[config.mk]
export PLATFORM = sky130hd
export DESIGN_NAME = dm_arbiter_8085_flat
export DESIGN_NICKNAME = d
export VERILOG_FILES = /design/src/rtl/dm_arbiter_8085_if.sv /design/src/rtl/dm_arbiter_8085.sv /design/src/flat_wrapper.sv
export SDC_FILE = /design/constraint.sdc
export NUM_CORES = 1
export LEC_CHECK = 0
export CAP_MARGIN = 20
export CORE_ASPECT_RATIO = 1.5
export CORE_UTILIZATION = 45
export DETAILED_ROUTE_END_ITERATION = 12
export PLACE_DENSITY_LB_ADDON = 0.12
export SLEW_MARGIN = 25
export SYNTH_ARGS = -nofsm -noshare
export SYNTH_HDL_FRONTEND = slang
export SYNTH_SLANG_ARGS = --single-unit
[constraint.sdc]
create_clock -name clk -period 3 [get_ports clk]
set_clock_uncertainty 0.1 [all_clocks]
set_input_delay 0.3 -clock clk [delete_from_list [all_inputs] [get_ports clk]]
set_output_delay 0.3 -clock clk [all_outputs]
set_load 0.01 [all_outputs]
[src/rtl/dm_arbiter_8085_if.sv]
// Bundled request/response/memory signals for the 8085 data-memory arbiter.
// slave = arbiter side, master = requesters plus DM side.
interface dm_arbiter_8085_if #(
    parameter int AW = 8,
    parameter int DW = 8
);
    logic          cpu_req;
    logic          cpu_we;
    logic [AW-1:0] cpu_addr;
    logic [DW-1:0] cpu_wdata;
    logic          cpu_gnt;
    logic          cpu_rvalid;
    logic [DW-1:0] cpu_rdata;

    logic          ext_req;
    logic          ext_we;
    logic [AW-1:0] ext_addr;
    logic [DW-1:0] ext_wdata;
    logic          ext_gnt;
    logic          ext_rvalid;
    logic [DW-1:0] ext_rdata;

    logic          mem_en;
    logic          mem_we;
    logic [AW-1:0] mem_addr;
    logic [DW-1:0] mem_wdata;
    logic [DW-1:0] mem_rdata;
    logic          busy;

    modport slave (
        input  cpu_req, cpu_we, cpu_addr, cpu_wdata,
        input  ext_req, ext_we, ext_addr, ext_wdata,
        input  mem_rdata,
        output cpu_gnt, cpu_rvalid, cpu_rdata,
        output ext_gnt, ext_rvalid, ext_rdata,
        output mem_en, mem_we, mem_addr, mem_wdata, busy
    );

    modport master (
        output cpu_req, cpu_we, cpu_addr, cpu_wdata,
        output ext_req, ext_we, ext_addr, ext_wdata,
        output mem_rdata,
        input  cpu_gnt, cpu_rvalid, cpu_rdata,
        input  ext_gnt, ext_rvalid, ext_rdata,
        input  mem_en, mem_we, mem_addr, mem_wdata, busy
    );
endinterface

[src/rtl/dm_arbiter_8085.sv]
// CPU/EXT arbiter for the 8085 data memory: IDLE -> ACCESS -> RESP per access.
// Define DM_ARB_RR_EN for round-robin contention instead of CPU priority + wait guard.
module dm_arbiter_8085 #(
    parameter int AW       = 8,
    parameter int DW       = 8,
    parameter int MAX_WAIT = 4
) (
    input  logic                clk,
    input  logic                rst,
    dm_arbiter_8085_if.slave    bus
);
    typedef enum logic [1:0] {IDLE, ACCESS, RESP} state_t;

    typedef struct packed {
        logic          we;
        logic [AW-1:0] addr;
        logic [DW-1:0] wdata;
    } acc_t;

    state_t state, state_n;
    logic   owner_ext;
    logic   any_req, arb_edge, ext_win;
    acc_t   cpu_acc, ext_acc, win_acc;

    assign cpu_acc = {bus.cpu_we, bus.cpu_addr, bus.cpu_wdata};
    assign ext_acc = {bus.ext_we, bus.ext_addr, bus.ext_wdata};
    assign any_req = bus.cpu_req | bus.ext_req;
    assign win_acc = ext_win ? ext_acc : cpu_acc;

`ifdef DM_ARB_RR_EN
    logic last_ext;  // 1 when EXT won the previous arbitration
    assign ext_win = bus.ext_req & (~bus.cpu_req | ~last_ext);
`else
    localparam logic [3:0] WAIT_LIM = 4'(MAX_WAIT);
    logic [3:0] wait_cnt;
    assign ext_win = bus.ext_req & (~bus.cpu_req | (wait_cnt == WAIT_LIM));
`endif

    always_comb begin
        state_n  = state;
        arb_edge = 1'b0;
        case (state)
            IDLE: begin
                if (any_req) begin
                    state_n  = ACCESS;
                    arb_edge = 1'b1;
                end
            end
            ACCESS: state_n = RESP;
            RESP: begin
                if (any_req) begin
                    state_n  = ACCESS;
                    arb_edge = 1'b1;
                end else begin
                    state_n  = IDLE;
                end
            end
            default: state_n = IDLE;
        endcase
    end

    always_ff @(posedge clk or posedge rst) begin
        if (rst) state <= IDLE;
        else     state <= state_n;
    end

    always_ff @(posedge clk or posedge rst) begin
        if (rst) begin
            bus.cpu_gnt    <= 1'b0;
            bus.ext_gnt    <= 1'b0;
            bus.cpu_rvalid <= 1'b0;
            bus.ext_rvalid <= 1'b0;
            bus.cpu_rdata  <= '0;
            bus.ext_rdata  <= '0;
            bus.mem_en     <= 1'b0;
            bus.mem_we     <= 1'b0;
            bus.mem_addr   <= '0;
            bus.mem_wdata  <= '0;
            bus.busy       <= 1'b0;
            owner_ext      <= 1'b0;
`ifdef DM_ARB_RR_EN
            last_ext       <= 1'b1;
`else
            wait_cnt       <= '0;
`endif
        end else begin
            bus.busy       <= (state_n != IDLE);
            bus.cpu_gnt    <= 1'b0;
            bus.ext_gnt    <= 1'b0;
            bus.cpu_rvalid <= 1'b0;
            bus.ext_rvalid <= 1'b0;
            bus.mem_en     <= 1'b0;
            if (arb_edge) begin
                bus.mem_en  <= 1'b1;
                bus.cpu_gnt <= ~ext_win;
                bus.ext_gnt <= ext_win;
                owner_ext   <= ext_win;
                // Latched here so requesters may change inputs during ACCESS
                {bus.mem_we, bus.mem_addr, bus.mem_wdata} <= win_acc;
`ifdef DM_ARB_RR_EN
                last_ext <= ext_win;
`else
                if (ext_win)
                    wait_cnt <= '0;
                else if (bus.ext_req && wait_cnt != WAIT_LIM)
                    wait_cnt <= wait_cnt + 4'd1;
`endif
            end
            if (state == ACCESS) begin
                if (owner_ext) begin
                    bus.ext_rvalid <= 1'b1;
                    if (!bus.mem_we) bus.ext_rdata <= bus.mem_rdata;
                end else begin
                    bus.cpu_rvalid <= 1'b1;
                    if (!bus.mem_we) bus.cpu_rdata <= bus.mem_rdata;
                end
            end
        end
    end
endmodule
[src/flat_wrapper.sv]
// flat-port wrapper written by rule: the top's interface ports become plain ports
module dm_arbiter_8085_flat 
#(
    parameter int AW       = 8,
    parameter int DW       = 8,
    parameter int MAX_WAIT = 4
)
  (clk, rst, bus_cpu_req, bus_cpu_we, bus_cpu_addr, bus_cpu_wdata, bus_ext_req, bus_ext_we, bus_ext_addr, bus_ext_wdata, bus_mem_rdata, bus_cpu_gnt, bus_cpu_rvalid, bus_cpu_rdata, bus_ext_gnt, bus_ext_rvalid, bus_ext_rdata, bus_mem_en, bus_mem_we, bus_mem_addr, bus_mem_wdata, bus_busy);
  dm_arbiter_8085_if #(.AW(AW), .DW(DW)) bus_i ();
  input  logic clk;
  input  logic rst;
  input wire logic [$bits(bus_i.cpu_req)-1:0] bus_cpu_req;
  input wire logic [$bits(bus_i.cpu_we)-1:0] bus_cpu_we;
  input wire logic [$bits(bus_i.cpu_addr)-1:0] bus_cpu_addr;
  input wire logic [$bits(bus_i.cpu_wdata)-1:0] bus_cpu_wdata;
  input wire logic [$bits(bus_i.ext_req)-1:0] bus_ext_req;
  input wire logic [$bits(bus_i.ext_we)-1:0] bus_ext_we;
  input wire logic [$bits(bus_i.ext_addr)-1:0] bus_ext_addr;
  input wire logic [$bits(bus_i.ext_wdata)-1:0] bus_ext_wdata;
  input wire logic [$bits(bus_i.mem_rdata)-1:0] bus_mem_rdata;
  output wire logic [$bits(bus_i.cpu_gnt)-1:0] bus_cpu_gnt;
  output wire logic [$bits(bus_i.cpu_rvalid)-1:0] bus_cpu_rvalid;
  output wire logic [$bits(bus_i.cpu_rdata)-1:0] bus_cpu_rdata;
  output wire logic [$bits(bus_i.ext_gnt)-1:0] bus_ext_gnt;
  output wire logic [$bits(bus_i.ext_rvalid)-1:0] bus_ext_rvalid;
  output wire logic [$bits(bus_i.ext_rdata)-1:0] bus_ext_rdata;
  output wire logic [$bits(bus_i.mem_en)-1:0] bus_mem_en;
  output wire logic [$bits(bus_i.mem_we)-1:0] bus_mem_we;
  output wire logic [$bits(bus_i.mem_addr)-1:0] bus_mem_addr;
  output wire logic [$bits(bus_i.mem_wdata)-1:0] bus_mem_wdata;
  output wire logic [$bits(bus_i.busy)-1:0] bus_busy;
  assign bus_i.cpu_req = bus_cpu_req;
  assign bus_i.cpu_we = bus_cpu_we;
  assign bus_i.cpu_addr = bus_cpu_addr;
  assign bus_i.cpu_wdata = bus_cpu_wdata;
  assign bus_i.ext_req = bus_ext_req;
  assign bus_i.ext_we = bus_ext_we;
  assign bus_i.ext_addr = bus_ext_addr;
  assign bus_i.ext_wdata = bus_ext_wdata;
  assign bus_i.mem_rdata = bus_mem_rdata;
  assign bus_cpu_gnt = bus_i.cpu_gnt;
  assign bus_cpu_rvalid = bus_i.cpu_rvalid;
  assign bus_cpu_rdata = bus_i.cpu_rdata;
  assign bus_ext_gnt = bus_i.ext_gnt;
  assign bus_ext_rvalid = bus_i.ext_rvalid;
  assign bus_ext_rdata = bus_i.ext_rdata;
  assign bus_mem_en = bus_i.mem_en;
  assign bus_mem_we = bus_i.mem_we;
  assign bus_mem_addr = bus_i.mem_addr;
  assign bus_mem_wdata = bus_i.mem_wdata;
  assign bus_busy = bus_i.busy;
  dm_arbiter_8085 #(.AW(AW), .DW(DW), .MAX_WAIT(MAX_WAIT)) u_core (.clk(clk), .rst(rst), .bus(bus_i));
endmodule
==> results.sh, run 1 <==
export IMPL_outcome="complete, no violations"
export IMPL_portBuffers=84
export IMPL_yosys_top_cells_area="dfrtp_1 (59%), mux2_2 (8.6%), a221o_2 (5.2%)"
export IMPL_drc=0
export IMPL_ir_drop_v=0.000753
export IMPL_synthXorXnorAreaFrac_pct=0
export IMPL_synth_compound_gate_area_share_pct=12.4
export IMPL_gp_congestion=0.747
export IMPL_grt_overflow_total=0
export IMPL_path_max_fanout=19
export IMPL_period_minus_slack_ns=1.99
export IMPL_ctsResizeCount=0
export IMPL_cts_htree_levels=2
export IMPL_die_area_um2=4620
export IMPL_p_per_area_nw_per_um2=737
export IMPL_synth_area_um2=1950
export IMPL_p_leak_nw=1.26
export IMPL_synth_top_family_by_area="simple AND/OR/NAND/NOR gates"
export IMPL_critPathKind="reg -> reg"
export IMPL_worstPathRequired_ns=3.08
export IMPL_antenna_found_initial=0
export IMPL_dr_pass1_iters=4
export IMPL_fp_dieW_um=55.8
export IMPL_first_global_vias=1547
export IMPL_wl_per_cell_um=15.6
export IMPL_tightest_slew_ns=0.836
export IMPL_cp_start_kind="flip-flop"
export IMPL_ctsLongestPathBuffers=2
export IMPL_synthAdderAreaFrac_pct=1.28
export IMPL_synthTopCellsByCount="dfrtp_1 (46), mux2_2 (15), inv_1 (10)"
export IMPL_finalWorstSetupSlack_ns=1.01
export IMPL_place_ws_ns=0.884
export IMPL_synth_warnings=0
export IMPL_rows=29
export IMPL_synth_edff_count=0
export IMPL_dp_hpwl_um=3210
export IMPL_fmax_mhz=502
export IMPL_clk_latency_ns=0.29
export IMPL_ant_nets=0
export IMPL_diodes=0
export IMPL_cts_tree="yes"
export IMPL_post_cts_buffers=0
export IMPL_slew_headroom_pct=44.3
export IMPL_drive_gt1_share_pct=20.5
export IMPL_root_buffer="clkbuf_8"
export IMPL_grt_usage_pct=19.6
export IMPL_vias=1423
export IMPL_ys_types=33
export IMPL_drv_cap=0
export IMPL_synthSimpleGateAreaFrac_pct=12.4
export IMPL_timing_hold_violations_final=0
export IMPL_die_height_um=82.7
export IMPL_grt_pass1_wl_um=7000
export IMPL_path_clk_slew_ns=0.09
export IMPL_tns_ns=0
export IMPL_cts_made_buffers=5
export IMPL_ys_async_sr_fraction_pct=100
export IMPL_worstSetupEndpointType="flip-flop"
export IMPL_yosysMostFrequentCell="dfrtp_1"
export IMPL_yosysTopAreaCell="dfrtp_1"
export IMPL_finalSetupViolCount=0
export IMPL_yosysTopAreaCellShare_pct=58.9
export IMPL_finalNetCount=276
export IMPL_synthMuxAreaShare_pct=9.73
export IMPL_dp_cells=267
export IMPL_grt_max_degree=47
export IMPL_worstPathArrival_ns=2.07
export IMPL_num_io_pins=85
export IMPL_fin_cells=275
export IMPL_fin_crit_sh_pct=66.4
export IMPL_syn_to_final_growth_pct=48.9
export IMPL_cts_sinks=46
export IMPL_synth_seq_cells=46
export IMPL_ys_flop_type="dfrtp_1"
export IMPL_syn_nets=191
export IMPL_met2_usage_pct=37.6
export IMPL_rsz0062_at_grt="false"
export IMPL_final_max_slew_viol_count=0
export IMPL_busiest_layer="met2"
export IMPL_coreArea_um2=4210
export IMPL_cts_hold_buf=0
export IMPL_avgSynthCellArea_um2=13.7
export IMPL_wirelength_um=4280
export IMPL_vias_per_cell=5.17
export IMPL_hp_class="in -> async"
export IMPL_grt_use_met1_pct=21.2
export IMPL_fillCellCount=327
export IMPL_seq_area_frac_synth_pct=58.9
export IMPL_grt_util_met3_pct=6.07
export IMPL_start_util_pct=46.4
export IMPL_netlist_instances=143
export IMPL_drt_iter0_drc=50
[power by group]
group / total (mW) / internal [mW] / leakage [nW] / switching, mW
clock network: 0.453 / 0.248 / 0.0504 / 0.206
registers: 0.908 / 0.802 / 0.562 / 0.106
logic: 0.784 / 0.498 / 0.643 / 0.286
[critical path, stage by stage, from the launching register on]
cell      delay, ns
dfrtp_1        0.42
inv_1          0.08
ha_1           0.24
nand3b_4       0.12
o211a_1        0.45
a221o_2        0.48
[state kept, by name (all words and copies together), names as in the netlist]
name,count
u_core.bus.cpu_rdata,8
u_core.bus.ext_rdata,8
u_core.bus.mem_addr,8
u_core.bus.mem_wdata,8
u_core.wait_cnt,4
u_core.state,2
u_core.bus.busy,1
u_core.bus.cpu_gnt,1
u_core.bus.cpu_rvalid,1
u_core.bus.ext_gnt,1
u_core.bus.ext_rvalid,1
u_core.bus.mem_en,1
u_core.bus.mem_we,1
u_core.owner_ext,1
[final timing paths]
path                                                 from                             endpoint  slack [ns]  cells after the start
max in group asynchronous                             rst          u_core.bus.mem_en$_DFF_PP0_        2.02                      2
setup reg to reg           u_core.wait_cnt[0]$_DFFE_PP0P_  u_core.bus.mem_wdata[3]$_DFFE_PP0P_        1.01                      5
hold reg to reg              u_core.owner_ext$_DFFE_PP0P_      u_core.bus.cpu_rvalid$_DFF_PP0_        0.36                      1
min in group clk             u_core.owner_ext$_DFFE_PP0P_      u_core.bus.cpu_rvalid$_DFF_PP0_        0.36                      1
setup / recovery           u_core.wait_cnt[0]$_DFFE_PP0P_  u_core.bus.mem_wdata[3]$_DFFE_PP0P_        1.01                      5
hold / removal                                        rst  u_core.bus.cpu_rdata[4]$_DFFE_PP0P_        0.33                      2
[layout make-up]
class                           instances  area [µm²]  share of cell area (%)
Clock buffer                            5        68.8                    2.36
Clock inverter                          3        45.0                    1.55
Inverter                               10        38.8                    1.33
Multi-Input combinational cell         80         701                    24.1
Sequential cell                        46        1150                    39.6
Tap cell                               46        57.6                    1.98
Timing Repair Buffer                   85         848                    29.1
[cells in the final DEF (no fill, tap or decap), drive strengths merged, types with 2 or more instances in the layout]
cell / netlist / layout
clkbuf: 2 / 5
nand3: 2 / 2
inv: 10 / 9
and2: 17 / 17
a221o: 17 / 17
o21ai: 3 / 3
nor3: 2 / 2
mux2: 16 / 16
dfrtp: 46 / 46
a21oi: 2 / 2
clkdlybuf4s50: 0 / 84
clkinvlp: 0 / 2
nand2: 4 / 4
nor2: 2 / 2
ha: 2 / 2
nand2b: 3 / 3
[metrics by stage]
stage               utilization (%)  power [mW]  hold WS (ns)  instance area [µm²]
global placement               66.4        1.68         0.359                 2800
CTS                            69.1        2.17         0.369                 2910
detailed placement             66.4        1.71         0.365                 2800
floorplan                         -        1.26         0.335                 1950
finish                         69.1        2.15         0.331                 2910
global route                   69.1        2.26         0.386                 2910
[logic make-up (layout without fill, tap and decap cells)]
family	Yosys count	count (layout)
DFF	46	46
and+or+nand+nor	35	35
AOI/OAI and AO/OA	26	26
muxes	17	17
buffers and inverters	17	103
adders and majority gates	2	2
[routing by layer]
layer  vias up  routed length, µm
met1       686               1600
li1        676                  -
met2        57               2350
met3         4                285
met5         -                  0
met4         0                 35
No activity file was read; power rests on OpenSTA's default activity.
==> run 2, diff against run 1 <==
--- a/config.mk
+++ b/config.mk
@@ -7,7 +7,7 @@
 export LEC_CHECK = 0
 export CAP_MARGIN = 20
 export CORE_ASPECT_RATIO = 1.5
-export CORE_UTILIZATION = 45
+export CORE_UTILIZATION = 42
 export DETAILED_ROUTE_END_ITERATION = 12
 export PLACE_DENSITY_LB_ADDON = 0.12
 export SLEW_MARGIN = 25
==> constraint.sdc (replaced) <==
create_clock -name clk -period 1.9 [get_ports clk]
set_clock_uncertainty 0.1 [all_clocks]
set_input_delay 0.19 -clock clk [delete_from_list [all_inputs] [get_ports clk]]
set_output_delay 0.19 -clock clk [all_outputs]
set_load 0.01 [all_outputs]
==> results.sh, run 2 (same netlist as run 1, synthesis figures left out) <==
export IMPL_outcome="finished, violations left"
export IMPL_violations="design-rule violations"
export IMPL_worstPathArrival_ns=1.87
export IMPL_vias_per_cell=5.23
export IMPL_timing_hold_violations_final=0
export IMPL_wirelength_um=4430
export IMPL_num_io_pins=85
export IMPL_hp_class="in -> async"
export IMPL_coreArea_um2=4500
export IMPL_cts_hold_buf=0
export IMPL_crit_chain="inv_1 > ha_2 > nand3b_4 > o211a_4 > a221o_2"
export IMPL_fin_crit_sh_pct=94.4
export IMPL_ant_nets=0
export IMPL_drive_gt1_share_pct=23.0
export IMPL_r2r_setup_slack_ns=0.11
export IMPL_vias=1480
export IMPL_period_minus_slack_ns=1.79
export IMPL_syn_to_final_growth_pct=51.6
export IMPL_antenna_found_initial=0
export IMPL_drc=3
export IMPL_p_total_mw=3.41
export IMPL_path_clk_slew_ns=0.08
export IMPL_die_height_um=85.5
export IMPL_grt_usage_pct=19.6
export IMPL_worstSetupEndpointType="flip-flop"
export IMPL_ctsLongestPathBuffers=2
export IMPL_finalHoldWorstSlack_ns=0.250
export IMPL_p_leak_nw=1.28
export IMPL_die_area_um2=4940
export IMPL_cp_start_kind="flip-flop"
export IMPL_gp_congestion=0.675
export IMPL_cts_sinks=46
export IMPL_dp_hpwl_um=3250
export IMPL_portBuffers=84
export IMPL_fillCellCount=382
export IMPL_drt_iter0_drc=47
export IMPL_path_delay_family="compound AO/OA/AOI/OAI gates"
export IMPL_path_max_fanout=19
export IMPL_final_common_cell="clkdlybuf4s50_1"
export IMPL_grt_max_degree=47
export IMPL_cts_htree_levels=2
export IMPL_diodes=0
export IMPL_critPathMaxStageDelay_ns=0.41
export IMPL_tightest_slew_ns=0.570
export IMPL_rows=30
export IMPL_start_util_pct=43.4
export IMPL_rsz0062_at_grt="false"
export IMPL_drv_cap=0
export IMPL_clk_latency_ns=0.29
export IMPL_finalNetCount=282
export IMPL_grt_pass1_wl_um=7330
export IMPL_worstPathRequired_ns=1.98
export IMPL_crit_buf_inv=1
export IMPL_fin_cells=283
export IMPL_fp_dieW_um=57.7
export IMPL_ff2ff_path_depth=5
export IMPL_mostFrequentLayoutCells="clkdlybuf4s50_1 (84), dfrtp_1 (46), mux2_2 (15)"
export IMPL_dr_pass1_iters=8
export IMPL_dp_cells=275
export IMPL_cp_num_cells=5
export IMPL_cts_tree="yes"
export IMPL_first_global_vias=1661
export IMPL_tns_ns=0
export IMPL_finalSetupViolCount=0
export IMPL_critPathKind="reg -> reg"
export IMPL_wl_per_cell_um=15.7
export IMPL_post_cts_buffers=0
export IMPL_grt_overflow_total=0
export IMPL_ir_drop_v=0.000603
export IMPL_slew_headroom_pct=62.0
export IMPL_final_max_slew_viol_count=0
export IMPL_fmax_mhz=557
export IMPL_crit_slowest_cell="dfrtp_1"
export IMPL_cts_made_buffers=5
export IMPL_root_buffer="clkbuf_8"
export IMPL_p_per_area_nw_per_um2=1150
==> run 2: worst paths after layout <==
path	startpoint	to
worst min-delay path	rst	u_core.bus.cpu_rdata[1]$_DFFE_PP0P_
worst min register to register	u_core.owner_ext$_DFFE_PP0P_	u_core.bus.cpu_rvalid$_DFF_PP0_
worst max register to register	u_core.wait_cnt[1]$_DFFE_PP0P_	u_core.bus.mem_wdata[4]$_DFFE_PP0P_
max in group asynchronous	rst	u_core.bus.cpu_rdata[2]$_DFFE_PP0P_
worst max-delay path	u_core.wait_cnt[1]$_DFFE_PP0P_	u_core.bus.mem_wdata[4]$_DFFE_PP0P_
min in group clk	u_core.owner_ext$_DFFE_PP0P_	u_core.bus.cpu_rvalid$_DFF_PP0_
==> run 2: layout make-up <==
class	instances	area (µm²)	area share, %
Clock buffer	6	72.6	2.45
Multi-Input combinational cell	80	711	24.0
Inverter	10	37.5	1.27
Clock inverter	2	37.5	1.27
Timing Repair Buffer	91	893	30.2
Tap cell	48	60.1	2.03
Sequential cell	46	1150	38.9
==> run 2: routing by layer <==
metal  GRT usage (%)  vias to the layer above  routed length (µm)
li1                -                      689                   -
met1            22.1                      712                1660
met2            35.6                       72                2440
met3            4.52                        7                 269
met4            6.93                        0                  70
met5               0                        -                   0
==> run 2: power breakdown <==
part	leakage (nW)	internal (mW)	total, mW	switching (mW)
clock	0.0514	0.392	0.711	0.319
combinational	0.668	0.810	1.27	0.462
sequential	0.562	1.27	1.43	0.162
total	1.28	2.47	3.41	0.942
==> run 2: stage by stage <==
stage / area [µm²] / util [%] / setup slack (ns)
2_1_floorplan: 1950 / - / 0.125
3_3_place_gp: 2840 / 63.1 / -0.00190
3_5_place_dp: 2840 / 63.1 / -0.101
4_1_cts: 2960 / 65.7 / 0.0687
5_1_grt: 2960 / 65.8 / 0.0505
6_report: 2960 / 65.8 / 0.106
==> run 2: tightest hold or removal path, cell delays in order <==
cell and delay, ns:
clkdlybuf4s50_1 0.41, inv_2 0.05, buf_4 0.46
==> run 2: repair_timing <==
item | 4_1_cts | 5_1_grt
pin swaps | 0 | 0
resized for setup | 2 | 1
gates cloned | 0 | 0
endpoints found under the setup margin | 17 | 1
==> run 3, diff against run 2 <==
--- a/config.mk
+++ b/config.mk
@@ -7,6 +7,7 @@
 export LEC_CHECK = 0
 export CAP_MARGIN = 20
 export CORE_ASPECT_RATIO = 1.5
+export CORE_MARGIN = 4
 export CORE_UTILIZATION = 42
 export DETAILED_ROUTE_END_ITERATION = 12
 export PLACE_DENSITY_LB_ADDON = 0.12
==> results.sh, run 3 (same netlist as run 1, synthesis figures left out) <==
export IMPL_period_minus_slack_ns=1.79
export IMPL_vias_per_cell=5.15
export IMPL_hp_class="in -> async"
export IMPL_die_height_um=91.5
export IMPL_ir_drop_v=0.000481
export IMPL_fmax_mhz=559
export IMPL_coreArea_um2=4500
export IMPL_fillCellCount=377
export IMPL_p_leak_nw=1.29
export IMPL_antenna_found_initial=0
export IMPL_worstPathArrival_ns=1.86
export IMPL_p_total_mw=3.40
export IMPL_wl_per_cell_um=16.3
export IMPL_cp_start_kind="flip-flop"
export IMPL_start_util_pct=43.4
export IMPL_p_per_area_nw_per_um2=1140
export IMPL_rsz0062_at_grt="false"
export IMPL_dr_pass1_iters=4
export IMPL_timing_hold_violations_final=0
export IMPL_final_max_slew_viol_count=0
export IMPL_placed_area_um2=2860
export IMPL_vias=1457
export IMPL_dp_hpwl_um=3580
export IMPL_path_max_fanout=19
export IMPL_syn_to_final_growth_pct=52.3
export IMPL_postLayoutCellArea_um2=2980
export IMPL_die_area_um2=5830
export IMPL_multiInputGateArea_um2=708
export IMPL_first_global_vias=1649
export IMPL_ctsLongestPathBuffers=2
export IMPL_fp_dieW_um=63.7
export IMPL_tns_ns=0
export IMPL_outcome="complete, no violations"
export IMPL_grt_overflow_total=0
export IMPL_finalHoldWorstSlack_ns=0.0957
export IMPL_grt_pass1_wl_um=7580
export IMPL_worstSetupEndpointType="flip-flop"
export IMPL_fin_cells=283
export IMPL_ant_nets=0
export IMPL_fin_crit_sh_pct=94.1
export IMPL_cts_tree="yes"
export IMPL_drive_gt1_share_pct=23.0
export IMPL_cts_made_buffers=5
export IMPL_cts_hold_buf=0
export IMPL_tightest_slew_ns=0.452
export IMPL_grt_max_degree=30
export IMPL_grt_usage_pct=16.5
export IMPL_finalWorstSetupSlack_ns=0.113
export IMPL_num_io_pins=85
export IMPL_mostFrequentLayoutCells="clkdlybuf4s50_1 (84), dfrtp_1 (46), mux2_2 (15)"
export IMPL_diodes=0
export IMPL_path_clk_slew_ns=0.08
export IMPL_cts_sinks=46
export IMPL_final_seq_area_um2=1150
export IMPL_clk_latency_ns=0.29
export IMPL_final_common_cell="clkdlybuf4s50_1"
export IMPL_rows=30
export IMPL_utilization_pct=66.1
export IMPL_cts_htree_levels=2
export IMPL_finalNetCount=282
export IMPL_portBuffers=84
export IMPL_drv_cap=0
export IMPL_drt_iter0_drc=31
export IMPL_drc=0
export IMPL_root_buffer="clkbuf_8"
export IMPL_dp_cells=275
export IMPL_gp_congestion=0.711
export IMPL_finalSetupViolCount=0
export IMPL_critPathKind="reg -> reg"
export IMPL_wirelength_um=4610
export IMPL_place_ws_ns=-0.0865
export IMPL_slew_headroom_pct=69.8
export IMPL_worstPathRequired_ns=1.98
-- run 3: layout make-up --
type,count,area share [%]
Sequential cell,46,38.7
Clock buffer,5,2.31
Tap cell,48,2.02
Inverter,10,1.26
Clock inverter,3,1.51
Timing Repair Buffer,91,30.4
Multi-Input combinational cell,80,23.8
-- run 3: path summary, 6_finish.rpt --
check,cells after the start,slack (ns),start,endpoint
max in group asynchronous,3,1.12,rst,u_core.bus.ext_rdata[5]$_DFFE_PP0P_
worst min-delay path,2,0.1,rst,u_core.wait_cnt[2]$_DFFE_PP0P_
worst min register to register,1,0.38,u_core.owner_ext$_DFFE_PP0P_,u_core.bus.cpu_rvalid$_DFF_PP0_
min in group clk,1,0.38,u_core.owner_ext$_DFFE_PP0P_,u_core.bus.cpu_rvalid$_DFF_PP0_
worst max-delay path,5,0.11,u_core.wait_cnt[1]$_DFFE_PP0P_,u_core.bus.mem_addr[6]$_DFFE_PP0P_
worst max register to register,5,0.11,u_core.wait_cnt[1]$_DFFE_PP0P_,u_core.bus.mem_addr[6]$_DFFE_PP0P_
-- run 3: what timing repair did --
action,in CTS,in global routing
pin swaps,0,0
gates resized for setup,1,1
setup endpoints to repair,17,15
setup buffers,0,0
-- run 3: layer usage --
layer / GRT usage [%] / share of wire [%] / up-vias
met3: 4.83 / 6.4 / 2
met4: 5.41 / 0.50 / 0
met1: 18.1 / 38 / 709
met5: 0 / 0 / -
met2: 29.7 / 55 / 56
li1: - / - / 690
-- run 3: worst max-delay path: stages (launching register included) --
cell and delay (ns):
dfrtp_1 0.41, inv_1 0.08, ha_1 0.23, nand3b_4 0.12, o211a_4 0.33, a221o_2 0.41
-- run 3: where the power goes --
group,internal (mW),switching (mW)
Clock,0.391,0.322
Sequential,1.27,0.163
Combinational,0.807,0.456
